<file path="config.mk">
export PLATFORM = sky130hd
export DESIGN_NAME = csa_stream_accumulator
export DESIGN_NICKNAME = d
export VERILOG_FILES = /design/src/rtl/csa_stream_accumulator.sv
export SDC_FILE = /design/constraint.sdc
export NUM_CORES = 1
export LEC_CHECK = 0
export CORE_ASPECT_RATIO = 0.5
export CORE_MARGIN = 2
export CORE_UTILIZATION = 49
export DETAILED_ROUTE_END_ITERATION = 12
export GPL_TIMING_DRIVEN = 1
export PLACE_DENSITY = 0.81
export SKIP_LAST_GASP = 1
export SYNTH_ARGS = -nofsm -noshare
export SYNTH_HDL_FRONTEND = slang
export SYNTH_SLANG_ARGS = --single-unit
</file>
<file path="constraint.sdc">
create_clock -name clk -period 1.8 [get_ports clk]
set_input_delay 0.27 -clock clk [delete_from_list [all_inputs] [get_ports clk]]
set_output_delay 0.27 -clock clk [all_outputs]
set_load 0.05 [all_outputs]
</file>
<file path="src/rtl/csa_stream_accumulator.sv">
// Streaming multi-operand adder: operands fold into a carry-save sum/carry pair,
// and one carry-propagate add per packet produces the binary total.
module csa_stream_accumulator #(
    parameter int N     = 4,
    parameter int GUARD = 4
) (
    input  logic                 clk,
    input  logic                 rst,
    input  logic                 in_valid,
    output logic                 in_ready,
    input  logic [N-1:0]         in_data,
    input  logic                 in_last,
    output logic                 out_valid,
    input  logic                 out_ready,
    output logic [N+GUARD-1:0]   out_sum,
    output logic [GUARD:0]       out_count,
    output logic                 out_ovf
);
    localparam int W  = N + GUARD;
    localparam int CW = GUARD + 1;
    localparam logic [CW-1:0] CNT_OVF = {1'b1, {GUARD{1'b0}}};
    localparam logic [CW-1:0] CNT_MAX = {CW{1'b1}};

    typedef enum logic [1:0] {
        ST_ACC = 2'd0,
        ST_RES = 2'd1,
        ST_OUT = 2'd2
    } state_e;

    function automatic logic [W-1:0] maj3(input logic [W-1:0] a,
                                          input logic [W-1:0] b,
                                          input logic [W-1:0] c);
        return (a & b) | (a & c) | (b & c);
    endfunction

    state_e         state_q, state_d;
    logic [W-1:0]   s_q, s_d, c_q, c_d;
    logic [CW-1:0]  cnt_q, cnt_d;
    logic           ovf_q, ovf_d;
    logic           in_ready_q, in_ready_d;
    logic           out_valid_q, out_valid_d;
    logic [W-1:0]   out_sum_q, out_sum_d;
    logic [CW-1:0]  out_count_q, out_count_d;
    logic           out_ovf_q, out_ovf_d;
    logic [W-1:0]   x_s, maj_s;

    // Next-state logic for the carry-save core and the result handshake
    always_comb begin
        state_d     = state_q;
        s_d         = s_q;
        c_d         = c_q;
        cnt_d       = cnt_q;
        ovf_d       = ovf_q;
        in_ready_d  = in_ready_q;
        out_valid_d = out_valid_q;
        out_sum_d   = out_sum_q;
        out_count_d = out_count_q;
        out_ovf_d   = out_ovf_q;
        x_s         = {{GUARD{1'b0}}, in_data};
        maj_s       = maj3(s_q, c_q, x_s);
        case (state_q)
            ST_ACC: begin
                if (in_valid && in_ready_q) begin
                    s_d   = s_q ^ c_q ^ x_s;
                    // Carry out of the MSB is dropped: arithmetic is modulo 2^W
                    c_d   = {maj_s[W-2:0], 1'b0};
                    cnt_d = (cnt_q == CNT_MAX) ? cnt_q : cnt_q + {{(CW-1){1'b0}}, 1'b1};
                    ovf_d = ovf_q | (cnt_q == CNT_OVF);
                    if (in_last) begin
                        state_d    = ST_RES;
                        in_ready_d = 1'b0;
                    end else begin
                        state_d    = ST_ACC;
                    end
                end else begin
                    state_d = ST_ACC;
                end
            end
            ST_RES: begin
                out_sum_d   = s_q + c_q;
                out_count_d = cnt_q;
                out_ovf_d   = ovf_q;
                s_d         = {W{1'b0}};
                c_d         = {W{1'b0}};
                cnt_d       = {CW{1'b0}};
                ovf_d       = 1'b0;
                state_d     = ST_OUT;
                out_valid_d = 1'b1;
            end
            ST_OUT: begin
                if (out_ready) begin
                    state_d     = ST_ACC;
                    out_valid_d = 1'b0;
                    in_ready_d  = 1'b1;
                end else begin
                    state_d     = ST_OUT;
                end
            end
            default: begin
                state_d     = ST_ACC;
                s_d         = {W{1'b0}};
                c_d         = {W{1'b0}};
                cnt_d       = {CW{1'b0}};
                ovf_d       = 1'b0;
                in_ready_d  = 1'b1;
                out_valid_d = 1'b0;
            end
        endcase
    end

    // State and output registers
    always_ff @(posedge clk or posedge rst) begin
        if (rst) begin
            state_q     <= ST_ACC;
            s_q         <= {W{1'b0}};
            c_q         <= {W{1'b0}};
            cnt_q       <= {CW{1'b0}};
            ovf_q       <= 1'b0;
            in_ready_q  <= 1'b1;
            out_valid_q <= 1'b0;
            out_sum_q   <= {W{1'b0}};
            out_count_q <= {CW{1'b0}};
            out_ovf_q   <= 1'b0;
        end else begin
            state_q     <= state_d;
            s_q         <= s_d;
            c_q         <= c_d;
            cnt_q       <= cnt_d;
            ovf_q       <= ovf_d;
            in_ready_q  <= in_ready_d;
            out_valid_q <= out_valid_d;
            out_sum_q   <= out_sum_d;
            out_count_q <= out_count_d;
            out_ovf_q   <= out_ovf_d;
        end
    end

    assign in_ready  = in_ready_q;
    assign out_valid = out_valid_q;
    assign out_sum   = out_sum_q;
    assign out_count = out_count_q;
    assign out_ovf   = out_ovf_q;

endmodule
</file>
==> results of run 1 <==
flip-flops by register name, indices dropped and copies added (netlist names):
signal / flops
out_valid: 1
out_count: 5
out_ovf: 1
out_sum: 8
in_ready: 1
ovf_q: 1
c_q: 7
cnt_q: 5
s_q: 8
state_q: 2
where the power goes:
part / switching, mW / internal [mW] / total (mW)
registers: 0.170 / 1.11 / 1.28
clock network: 0.283 / 0.258 / 0.541
logic: 0.852 / 0.604 / 1.46
layout make-up:
| cell class | count | area share, % |
|---|---|---|
| Timing Repair Buffer | 43 | 15.9 |
| Inverter | 4 | 0.635 |
| Clock buffer | 6 | 3.07 |
| Multi-Input combinational cell | 126 | 36.4 |
| Sequential cell | 39 | 41.3 |
| Tap cell | 51 | 2.70 |
worst reg2reg max path: stages, from the launching register on:
cell and delay, ps:
dfrtp_1 390, ha_2 210, fa_2 350, a21o_1 190
a221oi_2 270, xnor2_1 170, o21ai_2 60
per-layer routing:
metal | part of all wire (%) | vias up | wire (µm) | track usage (%)
li1 | - | 686 | - | -
met3 | 6.0 | 8 | 232 | 5.67
met1 | 47 | 680 | 1810 | 26.4
met4 | 1.1 | 0 | 42 | 8.66
met5 | 0 | - | 0 | 0
met2 | 46 | 47 | 1800 | 30.9
cells by family (layout without fill, tap and decap cells):
family / count (synthesis) / in the layout
AOI/OAI and AO/OA: 36 / 36
xor gates and xnor gates: 9 / 9
adders and majority gates: 14 / 14
buffers and inverters: 13 / 53
DFF: 39 / 39
muxes: 7 / 7
and+or+nand+nor: 60 / 60
through the flow:
| stage | setup slack (ps) | area (µm²) |
|---|---|---|
| after floorplan | 38.5 | 1890 |
| after global placement | 24.9 | 2240 |
| after detailed placement | -5.26 | 2240 |
| after CTS | 17.0 | 2330 |
| after global routing | -38.2 | 2370 |
| final | 58.9 | 2370 |
cells in the final DEF (no fill, tap or decap), drive strengths merged, types with 3 or more instances in the layout:
master / n
nand2: 41
dfrtp: 38
buf: 27
a21oi: 19
clkdlybuf4s50: 16
ha: 10
o21ai: 9
mux2: 7
nor2: 7
clkbuf: 6
xor2: 5
xnor2: 4
inv: 4
fa: 4
a21o: 3
worst min path at each step:
stage | to | slack (ps) | depth (start not counted)
global route | out_sum[2] | 310 | 2
finish | out_sum[2] | 270 | 2
CTS | out_sum[2] | 280 | 2
detailed placement | out_sum[6] | 480 | 2
floorplan | state_q[1] | 420 | 3
global placement | out_sum[6] | 460 | 2
cells in the mapped netlist, types with 2 or more instances:
master    number  area, µm²
nand2_1       41        154
dfrtp_1       38        951
a21oi_1       19       95.1
ha_1          10        125
o21ai_0        8       40.0
mux2_2         7       78.8
nor2_1         7       26.3
xor2_1         5       43.8
buf_2          4       20.0
fa_1           4       80.1
inv_1          4       15.0
xnor2_1        4       35.0
a21o_1         3       22.5
buf_4          2       15.0
clkbuf_1       2       7.51
nand4_1        2       12.5
what timing repair did:
| item | 4_1_cts | 5_1_grt |
|---|---|---|
| buffers inserted | 1 | 4 |
| pin swaps | 1 | 5 |
| gates cloned | 0 | 0 |
| gates resized for setup | 2 | 3 |
| endpoints found under the setup margin | 2 | 4 |
==> impl_metrics.csv, run 1 <==
group,metric,value,unit
status,status,"finished clean",
finish,seq_area,977,µm²
finish,multiInputGateArea,862,µm²
synth,syn-instance-count,178,
synth,synthAdderAreaFrac,10.9,%
worst_setup_path,rr_worst_depth,6,
drt,drt_iter0_markers,88,
finish,stdcell_count,269,
min_path,hold_class,"in2async",
worst_setup_path,path_delay_family,"adder cells",
clock_tree,clk_pin_slew,70,ps
worst_setup_path,critPathRequiredTime,1980,ps
synth,synth_top_family_by_area,"simple AND/OR/NAND/NOR gates",
sta,tns,0,ps
global_routing,grt_max_degree,32,
power,p_leak,1.15,nW
worst_setup_path,crit_end,"out_sum[7]",
global_routing,gr-total-overflow,0,
synth,synth_top_flop_cell,"dfrtp_1",
placement,dp_cells,258,
worst_setup_path,critical_path_class,"reg2reg",
worst_setup_path,r2r_end,"out_sum[7]",
global_routing,grt_use_total,19.6,%
sta,rsz0062_at_grt,"yes",
floorplan,rows,15,
drt,drt.antenna.violating_nets,0,
clock_tree,numCtsBuffers,5,
finish,diodes,0,
drt,routed_wl,3890,µm
power,p_total,3.27,mW
clock_tree,holdBufCountCts,0,
drt,drcViolationCount,0,
worst_setup_path,crit_start,"s_q[1]",
floorplan,die_y,47.9,µm
finish,drive_gt1_share,22.0,%
sta,final_hold_viol_count,0,
clock_tree,worstSkewPairLatency,290,ps
synth,syn_area_per_cell,10.6,µm²
clock_tree,cts_max_level,2,
drt,num_vias,1421,
sta,setup_viol_count_final,0,
power,p_per_area,1380,nW/µm²
worst_setup_path,worstPathArrival,1920,ps
sta,fmax,574,MHz
finish,filler_cell_count,285,
worst_setup_path,crit_path_start_kind,"flip-flop",
synth,netlist_area,1890,µm²
floorplan,core,3570,µm²
sta,final.period_utilization,96.7,%
global_routing,grt_pass1_wl,6370,µm
synth,synth-edff-count,0,
worst_setup_path,path_cells,"ha_2 -> fa_2 -> a21o_1 -> a221oi_2 -> xnor2_1 -> o21ai_2",
worst_setup_path,path_max_fanout,2,
synth,syn_nets,201,
worst_setup_path,critPathBufInv,0,
clock_tree,cts.sinks,39,
placement,hpwlAfterDp,2740,µm
sta,fin_crit,1740,ps
worst_setup_path,critical-path-max-stage-delay,390,ps
clock_tree,clockBufferDepth,2,
synth,ys_async_sr_fraction,100,%
sta,holdWs,267,ps
sta,fin_worst_skew,6.10,ps
synth,synthMuxAreaShare,4.17,%
worst_setup_path,crit_path_top_delay_cell,"dfrtp_1",
worst_setup_path,rrSetupSlack,60,ps
floorplan,design.die.area,4400,µm²
worst_setup_path,r2r-start,"s_q[1]",
clock_tree,cts_tree,"done",
synth,ys.warnings.count,0,
sta,worst_slew_pin_slew,508,ps
floorplan,die_w,91.8,µm
clock_tree,cts_root_buffer,"clkbuf_8",
synth,yosys.area_share.simple,14.4,%
sta,report.final.slew_viol_count,0,
synth,ys_seq_area_share,51.8,%
placement,numPortBuffers,24,
floorplan,start_util,52.9,%
synth,synth_seq_cells,39,
finish,post-route-util,66.4,%
drt,via_per_inst,5.28,
worst_setup_path,cp-end-kind,"flip-flop",
synth,ys_types,34,
floorplan,pin_count,25,
finish,final_nets,242,
worst_setup_path,path_depth,6,
global_routing,grt_antenna_before_repair,0,
drt,firstDrtPassIters,4,
run,maxCapViolCount,0,
global_routing,first_global_vias,1299,
synth,synth-compound-area-share,11.3,%
finish,area_growth,25.3,%
sta,max_slew_margin,66.0,%
synth,synthXorXnorAreaFrac,4.17,%
power,ir_drop,0.846,mV
placement,gp_congestion,0.811,
drt,wl_per_cell,14.4,µm
No activity file was read; power rests on OpenSTA's default activity.
==> inputs of run 2 (changes only) <==
--- a/config.mk
+++ b/config.mk
@@ -6,7 +6,7 @@
 export NUM_CORES = 1
 export LEC_CHECK = 0
 export CORE_ASPECT_RATIO = 0.5
-export CORE_MARGIN = 2
+export CORE_MARGIN = 4
 export CORE_UTILIZATION = 49
 export DETAILED_ROUTE_END_ITERATION = 12
 export GPL_TIMING_DRIVEN = 1
==> run 2 against run 1 <==
Effect of this change:
- die area up 13%
- first-iteration DRC count up 18%
- sequential share of layout area is 0.49 points higher
- final area down 1.2%
- via count fell by 2.6%
- core utilization fell by 0.77 points
- largest power group unchanged
- sequential cell count did not move
- routed wire length is 0.36% lower
- worst setup slack got worse by 30 ps
- clock skew shrank 1.2 ps
- largest cell class unchanged
==> impl_metrics.csv, run 2 (synthesis gave the netlist of run 1 again) <==
group,metric,value,unit
drt,drcViolationCount,0,
sta,report.final.slew_viol_count,0,
power,p_leak,1.14,nW
finish,diodes,0,
worst_setup_path,critical_path_class,"reg2reg",
min_path,hold_class,"in2async",
drt,via_per_inst,5.14,
placement,gp_congestion,0.814,
sta,fmax,565,MHz
sta,worst_slew_pin_slew,495,ps
placement,hpwlAfterDp,2800,µm
power,ir_drop,0.642,mV
worst_setup_path,r2r-start,"c_q[1]",
worst_setup_path,cp-end-kind,"flip-flop",
floorplan,die_y,51.9,µm
finish,final_nets,240,
sta,final.period_utilization,98.4,%
drt,drt.antenna.violating_nets,0,
placement,post-place-ws,-50.3,ps
finish,drive_gt1_share,22.5,%
sta,holdWs,286,ps
clock_tree,clockBufferDepth,2,
worst_setup_path,path_max_fanout,2,
floorplan,design.die.area,4970,µm²
drt,routed_wl,3870,µm
floorplan,core,3570,µm²
sta,max_slew_margin,66.9,%
clock_tree,cts_tree,"done",
clock_tree,clk_pin_slew,70,ps
clock_tree,cts.sinks,39,
worst_setup_path,crit_path_start_kind,"flip-flop",
drt,drt_iter0_markers,104,
power,p_per_area,1390,nW/µm²
worst_setup_path,worstPathArrival,1960,ps
clock_tree,worstSkewPairLatency,300,ps
global_routing,grt_pass1_wl,6820,µm
run,maxCapViolCount,0,
drt,firstDrtPassIters,4,
placement,numPortBuffers,24,
finish,layout_commonest_cell,"nand2_1",
clock_tree,numCtsBuffers,5,
global_routing,first_global_vias,1426,
clock_tree,holdBufCountCts,0,
floorplan,die_w,95.8,µm
status,status,"finished clean",
drt,wl_per_cell,14.4,µm
floorplan,pin_count,25,
finish,final_cell_mix,"41 x nand2_1, 38 x dfrtp_1, 27 x buf_4, 19 x a21oi_1, 14 x clkdlybuf4s50_1",
sta,timing.final.ws_setup,28.5,ps
drt,num_vias,1384,
clock_tree,cts_max_level,2,
worst_setup_path,crit_start,"c_q[1]",
sta,rsz0062_at_grt,"yes",
global_routing,grt_use_total,18.6,%
global_routing,grt_antenna_before_repair,0,
worst_setup_path,rr_worst_depth,6,
worst_setup_path,critPathRequiredTime,1990,ps
sta,final_hold_viol_count,0,
finish,area_growth,23.9,%
sta,setup_viol_count_final,0,
global_routing,grt_max_degree,28,
floorplan,rows,15,
sta,fin_worst_skew,4.91,ps
floorplan,start_util,52.9,%
global_routing,gr-total-overflow,0,
sta,fin_crit,1770,ps
clock_tree,cts_root_buffer,"clkbuf_8",
run 2: changes by cell type in the layout (fill, tap and decap cells not counted), sizes merged:
cell           delta
clkbuf            +1
clkinv            +1
clkdlybuf4s50     -2
run 2: layout make-up:
class	instances	area, µm²
inverter	4	15.0
timing repair buffer	41	343
fill	285	1230
tap	51	63.8
multi-input combinational	126	858
sequential	39	977
clock inverter	1	5.00
clock buffer	7	76.3
run 2: path summary, 6_finish.rpt:
path	slack, ps	end
setup / recovery	30	out_sum[7]
hold / removal	290	state_q[1]
setup reg to reg	30	out_sum[7]
hold reg to reg	490	out_sum[3]
max in group asynchronous	1190	out_sum[0]
min in group clk	490	out_sum[3]
run 2: report_power, final:
part / leakage (nW) / internal (mW) / switching [mW] / total [mW]
clock: 0.0422 / 0.272 / 0.302 / 0.574
combinational: 0.579 / 0.575 / 0.831 / 1.41
sequential: 0.523 / 1.11 / 0.171 / 1.28
total: 1.14 / 1.95 / 1.30 / 3.26
run 2: critical path: stages, from the launching register on:
cell	delay, ps
dfrtp_1	410
ha_2	200
fa_2	360
a21o_1	210
a221oi_2	260
xnor2_1	170
o21ai_2	60
run 2: repair_timing:
item | in CTS | in global routing
gates resized for setup | 3 | 1
setup buffers | 2 | 1
pin swaps | 3 | 4
setup endpoints to repair | 3 | 4
run 2: layer usage:
layer	track usage [%]	share of wire (%)	wire length, µm	vias to the layer above
li1	-	-	-	677
met1	26.2	49	1900	672
met2	27.5	45	1760	25
met3	4.48	4.1	159	10
met4	8.02	1.5	60	0
met5	0	0	0	-
run 2: metrics by stage:
| stage | area, µm² | power [mW] | util [%] | setup TNS [ps] | instances |
|---|---|---|---|---|---|
| 6_report | 2340 | 3.26 | 65.6 | 0 | 269 |
| 5_1_grt | 2340 | 3.50 | 65.6 | -1.78 | 269 |
| 3_5_place_dp | 2220 | 2.66 | 62.4 | -50.3 | 258 |
| 3_3_place_gp | 2220 | 2.61 | 62.4 | 0 | 258 |
| 2_1_floorplan | 1890 | 2.17 | - | 0 | 178 |
| 4_1_cts | 2330 | 3.26 | 65.3 | 0 | 268 |
